**config.mk**
```make
export PLATFORM = sky130hd
export DESIGN_NAME = gi_kring
export DESIGN_NICKNAME = d
export VERILOG_FILES = /design/src/rtl/gi_kring.sv
export SDC_FILE = /design/constraint.sdc
export NUM_CORES = 2
export LEC_CHECK = 0
export ABC_CLOCK_PERIOD_IN_PS = 12200
export CORE_ASPECT_RATIO = 0.5
export CORE_UTILIZATION = 42
export DETAILED_ROUTE_END_ITERATION = 10
export GPL_TIMING_DRIVEN = 0
export PLACE_DENSITY = 0.54
export REMOVE_ABC_BUFFERS = 1
export SLEW_MARGIN = 20
export SYNTH_ARGS = -nofsm -noshare
export SYNTH_HDL_FRONTEND = slang
export SYNTH_SLANG_ARGS = --single-unit
```
**constraint.sdc**
```tcl
create_clock -name clk -period 12.2 [get_ports clk]
set_input_delay 2.44 -clock clk [delete_from_list [all_inputs] [get_ports clk]]
set_output_delay 2.44 -clock clk [all_outputs]
set_load 0.01 [all_outputs]
```
**src/rtl/gi_kring.sv**
```systemverilog
// Round-key buffer: holds one expanded key schedule and streams it forward or reversed.
// Define GI_KRING_ZERO_EN to have reset and clear wipe every storage word.
module gi_kring #(
    parameter int KW    = 128,
    parameter int NRMAX = 14
) (
    input  logic          clk,
    input  logic          reset,
    input  logic [1:0]    mode,
    input  logic          clear,
    input  logic          load_valid,
    output logic          load_ready,
    input  logic [KW-1:0] kin,
    input  logic          start,
    input  logic          dir,
    input  logic          next,
    input  logic          abort,
    output logic [KW-1:0] kout,
    output logic [3:0]    rnd,
    output logic          last,
    output logic          rdy
);

    typedef enum logic [1:0] {S_EMPTY, S_LOAD, S_READY, S_RUN} state_t;

    state_t        r_state;
    logic [3:0]    r_wcnt;
    logic [3:0]    r_ptr;
    logic [3:0]    r_rnd;
    logic [3:0]    r_nr;
    logic          r_dir;
    logic [KW-1:0] r_mem [0:NRMAX];

    logic [3:0]    w_mode_nr;
    logic          w_wr;
    logic [3:0]    w_waddr;
    logic          w_run;

    always_comb begin
        case (mode)
            2'd1:    w_mode_nr = 4'd12;
            2'd2:    w_mode_nr = 4'd14;
            default: w_mode_nr = 4'd10;
        endcase
    end

    assign w_wr    = load_valid && !clear && (r_state == S_EMPTY || r_state == S_LOAD);
    assign w_waddr = (r_state == S_LOAD) ? r_wcnt : 4'd0;
    assign w_run   = (r_state == S_RUN);

`ifdef GI_KRING_ZERO_EN
    always_ff @(posedge clk or posedge reset) begin
        if (reset) begin
            for (int i = 0; i <= NRMAX; i++) r_mem[i] <= '0;
        end else if (clear) begin
            for (int i = 0; i <= NRMAX; i++) r_mem[i] <= '0;
        end else if (w_wr) begin
            r_mem[w_waddr] <= kin;
        end
    end
`else
    // Storage is deliberately unreset; validity is tracked purely by the FSM.
    always_ff @(posedge clk) begin
        if (w_wr) r_mem[w_waddr] <= kin;
    end
`endif

    always_ff @(posedge clk or posedge reset) begin
        if (reset) begin
            r_state <= S_EMPTY;
            r_wcnt  <= 4'd0;
            r_ptr   <= 4'd0;
            r_rnd   <= 4'd0;
            r_nr    <= 4'd10;
            r_dir   <= 1'b0;
        end else if (clear) begin
            r_state <= S_EMPTY;
            r_wcnt  <= 4'd0;
            r_ptr   <= 4'd0;
            r_rnd   <= 4'd0;
        end else begin
            case (r_state)
                S_EMPTY: begin
                    if (load_valid) begin
                        r_nr    <= w_mode_nr;
                        r_wcnt  <= 4'd1;
                        r_state <= S_LOAD;
                    end
                end
                S_LOAD: begin
                    if (load_valid) begin
                        r_wcnt <= r_wcnt + 4'd1;
                        if (r_wcnt == r_nr) r_state <= S_READY;
                    end
                end
                S_READY: begin
                    if (start) begin
                        r_ptr   <= dir ? r_nr : 4'd0;
                        r_rnd   <= 4'd0;
                        r_dir   <= dir;
                        r_state <= S_RUN;
                    end
                end
                S_RUN: begin
                    if (abort) begin
                        r_rnd   <= 4'd0;
                        r_state <= S_READY;
                    end else if (next) begin
                        // The pointer holds on the final key so it never leaves 0..nr.
                        if (r_rnd == r_nr) begin
                            r_rnd   <= 4'd0;
                            r_state <= S_READY;
                        end else begin
                            r_ptr <= r_dir ? (r_ptr - 4'd1) : (r_ptr + 4'd1);
                            r_rnd <= r_rnd + 4'd1;
                        end
                    end
                end
                default: r_state <= S_EMPTY;
            endcase
        end
    end

    assign load_ready = (r_state == S_EMPTY) || (r_state == S_LOAD);
    assign rdy        = (r_state == S_READY);
    assign kout       = w_run ? r_mem[r_ptr] : '0;
    assign rnd        = r_rnd;
    assign last       = w_run && (r_rnd == r_nr);

endmodule
```
# ---- Yosys cells after proc, flatten, opt, wreduce, memory -nomap -nowiden
# Memory sizes are Yosys's and may differ from the RTL's.
# Cells that the tools add are included.
dict set report totals {
  reg_bits 19
  ramBits 1920
  out_inout_bits 135
  word_cells 74
  n_memories 1
}
# name words width rd rd_ports_with_merged_regs write_ports line
set mem_list {}
lappend mem_list {r_mem 15 128 1 0 1 32} ;# logic [KW-1:0] r_mem [0:NRMAX];
dict set report classes {
  add_sub_neg 4
  n_eq_ne 16
  n_mux 32
  n_bitwise 1
  reduce_logical 14
}
# op n
set op_table {}
lappend op_table {{$mux W128} 1}
lappend op_table {{$mux W4} 16}
lappend op_table {{$pmux W4 S2} 3}
lappend op_table {{$ne A3 B3 Y1 const B} 7}
lappend op_table {{$mux W2} 8}
lappend op_table {{$add A4 B1 Y4 const B} 3}
lappend op_table {{$reduce_and A3 Y1} 4}
lappend op_table {{$eq A4 B4 Y1} 2}
lappend op_table {{$pmux W2 S4} 1}
lappend op_table {{$eq A2 B2 Y1 const B} 3}
lappend op_table {{$pmux W3 S2} 1}
lappend op_table {{$reduce_and A6 Y1} 1}
lappend op_table {{$reduce_bool A3 Y1} 2}
lappend op_table {{$reduce_and A5 Y1} 1}
lappend op_table {{$eq A2 B1 Y1 const B} 2}
lappend op_table {{$ne A4 B3 Y1 const B} 1}
lappend op_table {{$ne A4 B4 Y1 const B} 1}
lappend op_table {{$sub A4 B1 Y4 const B} 1}
lappend op_table {{$logic_and A1 B1 Y1} 3}
lappend op_table {{$logic_not A2 Y1} 1}
lappend op_table {{$mux W1} 2}
lappend op_table {{$logic_not A1 Y1} 1}
lappend op_table {{$logic_or A1 B1 Y1} 1}
lappend op_table {{$not A1 Y1} 1}

# ---- Longest topological paths before layout
dict set report depth {
  ltp_word 7
  mapped_depth 9
  depth_no_buf 6
}

# ---- Worst setup path after synthesis
# Ideal clock, no wire load.
dict set report synth_timing {
  path_kind {input port to flip-flop}
  startpoint {input clear}
  endpoint {memory r_mem[6][0] (enable)}
  setup_ps 617
  arrival_ps 8342
  setup_slack_ps 3240
  stages 4
  n_path_buf 1
  path_cell_list {buf_2 -> and3b_1 -> nand3b_1 -> nor2_1}
}
dict set report synth_between {
  elab_chain_len 5
}
# item line
set synth_rtl {}
lappend synth_rtl {{start, declared} 10} ;# input logic clear,
lappend synth_rtl {{$logic_not A1 Y1} 47} ;# assign w_wr = load_valid && !clear && (r_state == S_EMPTY || r_state == S_LOAD);
lappend synth_rtl {{$logic_and A1 B1 Y1 (2 in a row)} 47}
lappend synth_rtl {{$mux W1} 64} ;# if (w_wr) r_mem[w_waddr] <= kin;
lappend synth_rtl {{$mux W1 (not written as such)} 64}
lappend synth_rtl {{end, declared} 32}
# No other way between the ends.

# ---- Worst setup path after layout
dict set report layout_timing {
  startpoint {register r_ptr[0]}
  endpoint {output kout[86]}
}
dict set report layout_between {
  elab_chain_len 2
}
# item line
set layout_rtl {}
lappend layout_rtl {{start, declared} 28} ;# logic [3:0] r_ptr;
lappend layout_rtl {{start signal, assigned} 98} ;# r_ptr <= dir ? r_nr : 4'd0;
lappend layout_rtl {{start signal, assigned} 114} ;# r_ptr <= r_dir ? (r_ptr - 4'd1) : (r_ptr + 4'd1);
lappend layout_rtl {{$mem_v2 Z15 W128} --}
lappend layout_rtl {{$mux W128} 126} ;# assign kout = w_run ? r_mem[r_ptr] : '0;
lappend layout_rtl {{end, declared} 18} ;# output logic [KW-1:0] kout,
# No other way between the ends.

==> metrics.txt <==
share of cells above drive strength 1=0.205; Port Buf Inserts=272; largest stage delay on the critical path=around 0.75 ns; outcome=finished clean; max_slew headroom=0.509; final worst slack=around 5.2 ns; post-route insts no fill=roughly 6400; largest net degree at the start of global routing=57; yosys warns=0; antenna violations before repair=11; compound-gate portion of the synthesized area=0.0228; drt drc=0; Yosys top cell by area=edfxtp_1; DR iter-0 viols=slightly above 3000; number of synthesized register bits=a little under 2000; fin crit share=0.570; PD cells=149 nW/um2; Clock Sinks=1937; cell mode on critical path=buf_16; Post-Syn Area=between 70000 and 80000 um2; starting density of the core=0.426; R2R Path End=r_mem[2][105]; Hold WC Path Type=flip-flop to flip-flop; Adder-Cell Fraction of Synth Area=0.00111; GRT overflow=0; max-slew violation count=0; Seq/Total Area, Yosys=0.782; final hold violations=0; Setup-failing EPs final=0; mux share of post-synthesis cell area=0.168; main combinational cell family by area after synthesis=multiplexers; Core Area=174000 um2; hold_ws=0.549 ns; Die Area=around 180000 um2; Die X=about 600 um; critical path class=flip-flop to output port; dpl hpwl=110 mm; Hold-fix buffers, CTS=0; Post-synth EDFFs=between 1500 and 2000; XOR/XNOR share of the synthesized area=0.000708; f_max=144 MHz; Site Rows=roughly 110; cell total after placement=6049; CP max FO=34; Global Route Usage Sum=0.195; DR vias=approximately 35000; final WL=174 mm; commonest cells after routing, fill and taps aside=1920 x edfxtp_1, 381 x mux4_2, 380 x mux2i_1, 272 x clkdlybuf4s50_1, 187 x clkbuf_16; Synth Area in Simple Gates=0.0114; crit path launch type=flip-flop; setup bufs post-CTS=0; VDD IR-drop max=103 uV; Avg Cell Area, Syn=approximately 22 um2; pre-CTS WS=a little under 6 ns; CTS resizes=0; Worst Hold Depth=2; fin nets=roughly 4000; Post-synth ARST share=0.00878; wire per inst=27.4 um; CP cell instances=buf_12 > buf_16 > buf_16 > buf_16 > buf_16 > mux4_2 > mux2i_1 > o22ai_1 > clkdlybuf4s50_1; Tmin final=6.96 ns; drt pass-1 iters=7; Vias per Instance=between 5 and 6; Worst EP required=9.76 ns; CP endpoint kind=output port; Final ANT Viol Nets=0; r2r setup slk=between 8 and 9 ns; clock root cell=clkbuf_16; Worst Reg-to-Reg Cells=9; Worst Path Arrival=around 4.5 ns; worst-skew pair later-pin latency=about 0.83 ns; clock buffer count from CTS=approximately 180; IO Count=around 270; Power, Total=roughly 13000 uW; number of max-cap violations=0; Synth cell types=43; hold endpoint=r_nr[1]; Hold Startpoint=r_nr[1]; worst reg2reg startpoint=r_state[0]; CTS clk-pin slew, worst paths=0.06 ns; first-pass GRT wire length=254 mm; Die Span Y=around 300 um; Clock Skew=roughly 0.053 ns; LEAKAGE=approximately 0.027 uW; H-tree depth=4; slowest CP cell=dfrtp_4; clk buf depth=4; CTS tree=done; synth top area cells=edfxtp_1 78%, mux4_2 12%, mux2i_1 5.1%; gpl congestion=0.684; unrepaired setup endpoints after global routing=no; Layout area overhead=19.7%; commonest non-fill, non-tap cell in the layout=edfxtp_1; main flop type after synthesis=edfxtp_1; post-synth top area share=0.776; Tightest Pin Transition=~0.74 ns; cell count after synthesis=between 3000 and 4000; number of global-route vias before repair=around 37000
synth_stat cells (15+ instances only):
master,count
mux2i_1,380
clkbuf_1,60
mux4_2,381
nor2_1,30
o21ai_0,133
edfxtp_1,1920
dfrtp_1,16
buf_2,112
buf_6,17
nand2_1,137
a21oi_1,15
o22ai_1,132
metrics by stage:
stage / setup TNS (ns) / utilization / instance area (um2)
6_report: 0 / 0.510 / 88900
5_1_grt: 0 / 0.510 / 88900
4_1_cts: 0 / 0.509 / 88900
3_5_place_dp: 0 / 0.479 / 83500
3_3_place_gp: - / 0.453 / 79000
2_1_floorplan: -1376.13 / - / 73300
worst max-delay path by stage:
stage                   from        to  slack [ns]  cells past startpoint
detailed placement  r_ptr[0]  kout[86]        5.94                      9
floorplan           r_ptr[0]   kout[0]      -10.53                      3
CTS                 r_ptr[0]  kout[94]        5.07                      9
finish              r_ptr[0]  kout[86]        5.24                      9
global route        r_ptr[0]  kout[86]        4.91                      9
global placement    r_ptr[0]   kout[9]      -22.00                      4
critical path, delay by kind of cell, from the launching register on:
kind	cells	cell delay, ns
AO/OA/AOI/OAI	1	0.13
buffers and inverters	6	1.98
flip-flops	1	0.75
multiplexers	2	0.71
sequential cells by signal, summed over array words and instances, names as in the netlist:
register  flops
r_mem      1920
r_ptr         4
r_wcnt        4
rnd           4
r_nr          2
r_state       2
r_dir         1
per-layer routing:
layer	vias to the layer above	track usage	share of wire
li1	15200	-	-
met3	218	0.0296	0.049
met4	6	0.0392	0.016
met5	-	0	0.00020
met1	18900	0.289	0.46
met2	838	0.309	0.48
logic make-up (layout without fill, tap and decap cells):
kind of cell | after synthesis | in the layout
AO/OA/AOI/OAI | 295 | 295
AND/OR/NAND/NOR | 202 | 202
buffers and inverters | 199 | 774
other | 0 | 3
multiplexers | 771 | 771
adder cells (fa/ha/maj) | 6 | 6
flip-flops | 1937 | 1937
XOR/XNOR | 6 | 6
area by class of cell:
cell class	count	area, um2
inverters	7	26.3
well taps	2365	2960
diodes	3	7.51
flip-flops and latches	1937	58100
clock buffers	232	4850
repair buffers	460	7160
multi-input cells	1280	15300
clock inverters	75	484
fillers	13700	85600
power breakdown:
| part | total (uW) | switching, uW | internal (uW) |
|---|---|---|---|
| sequential | 7360 | 18.5 | 7350 |
| clock | 5270 | 2350 | 2910 |
| combinational | 603 | 334 | 269 |
| total | 13200 | 2700 | 10500 |
Power figures use the tool's default switching activity.
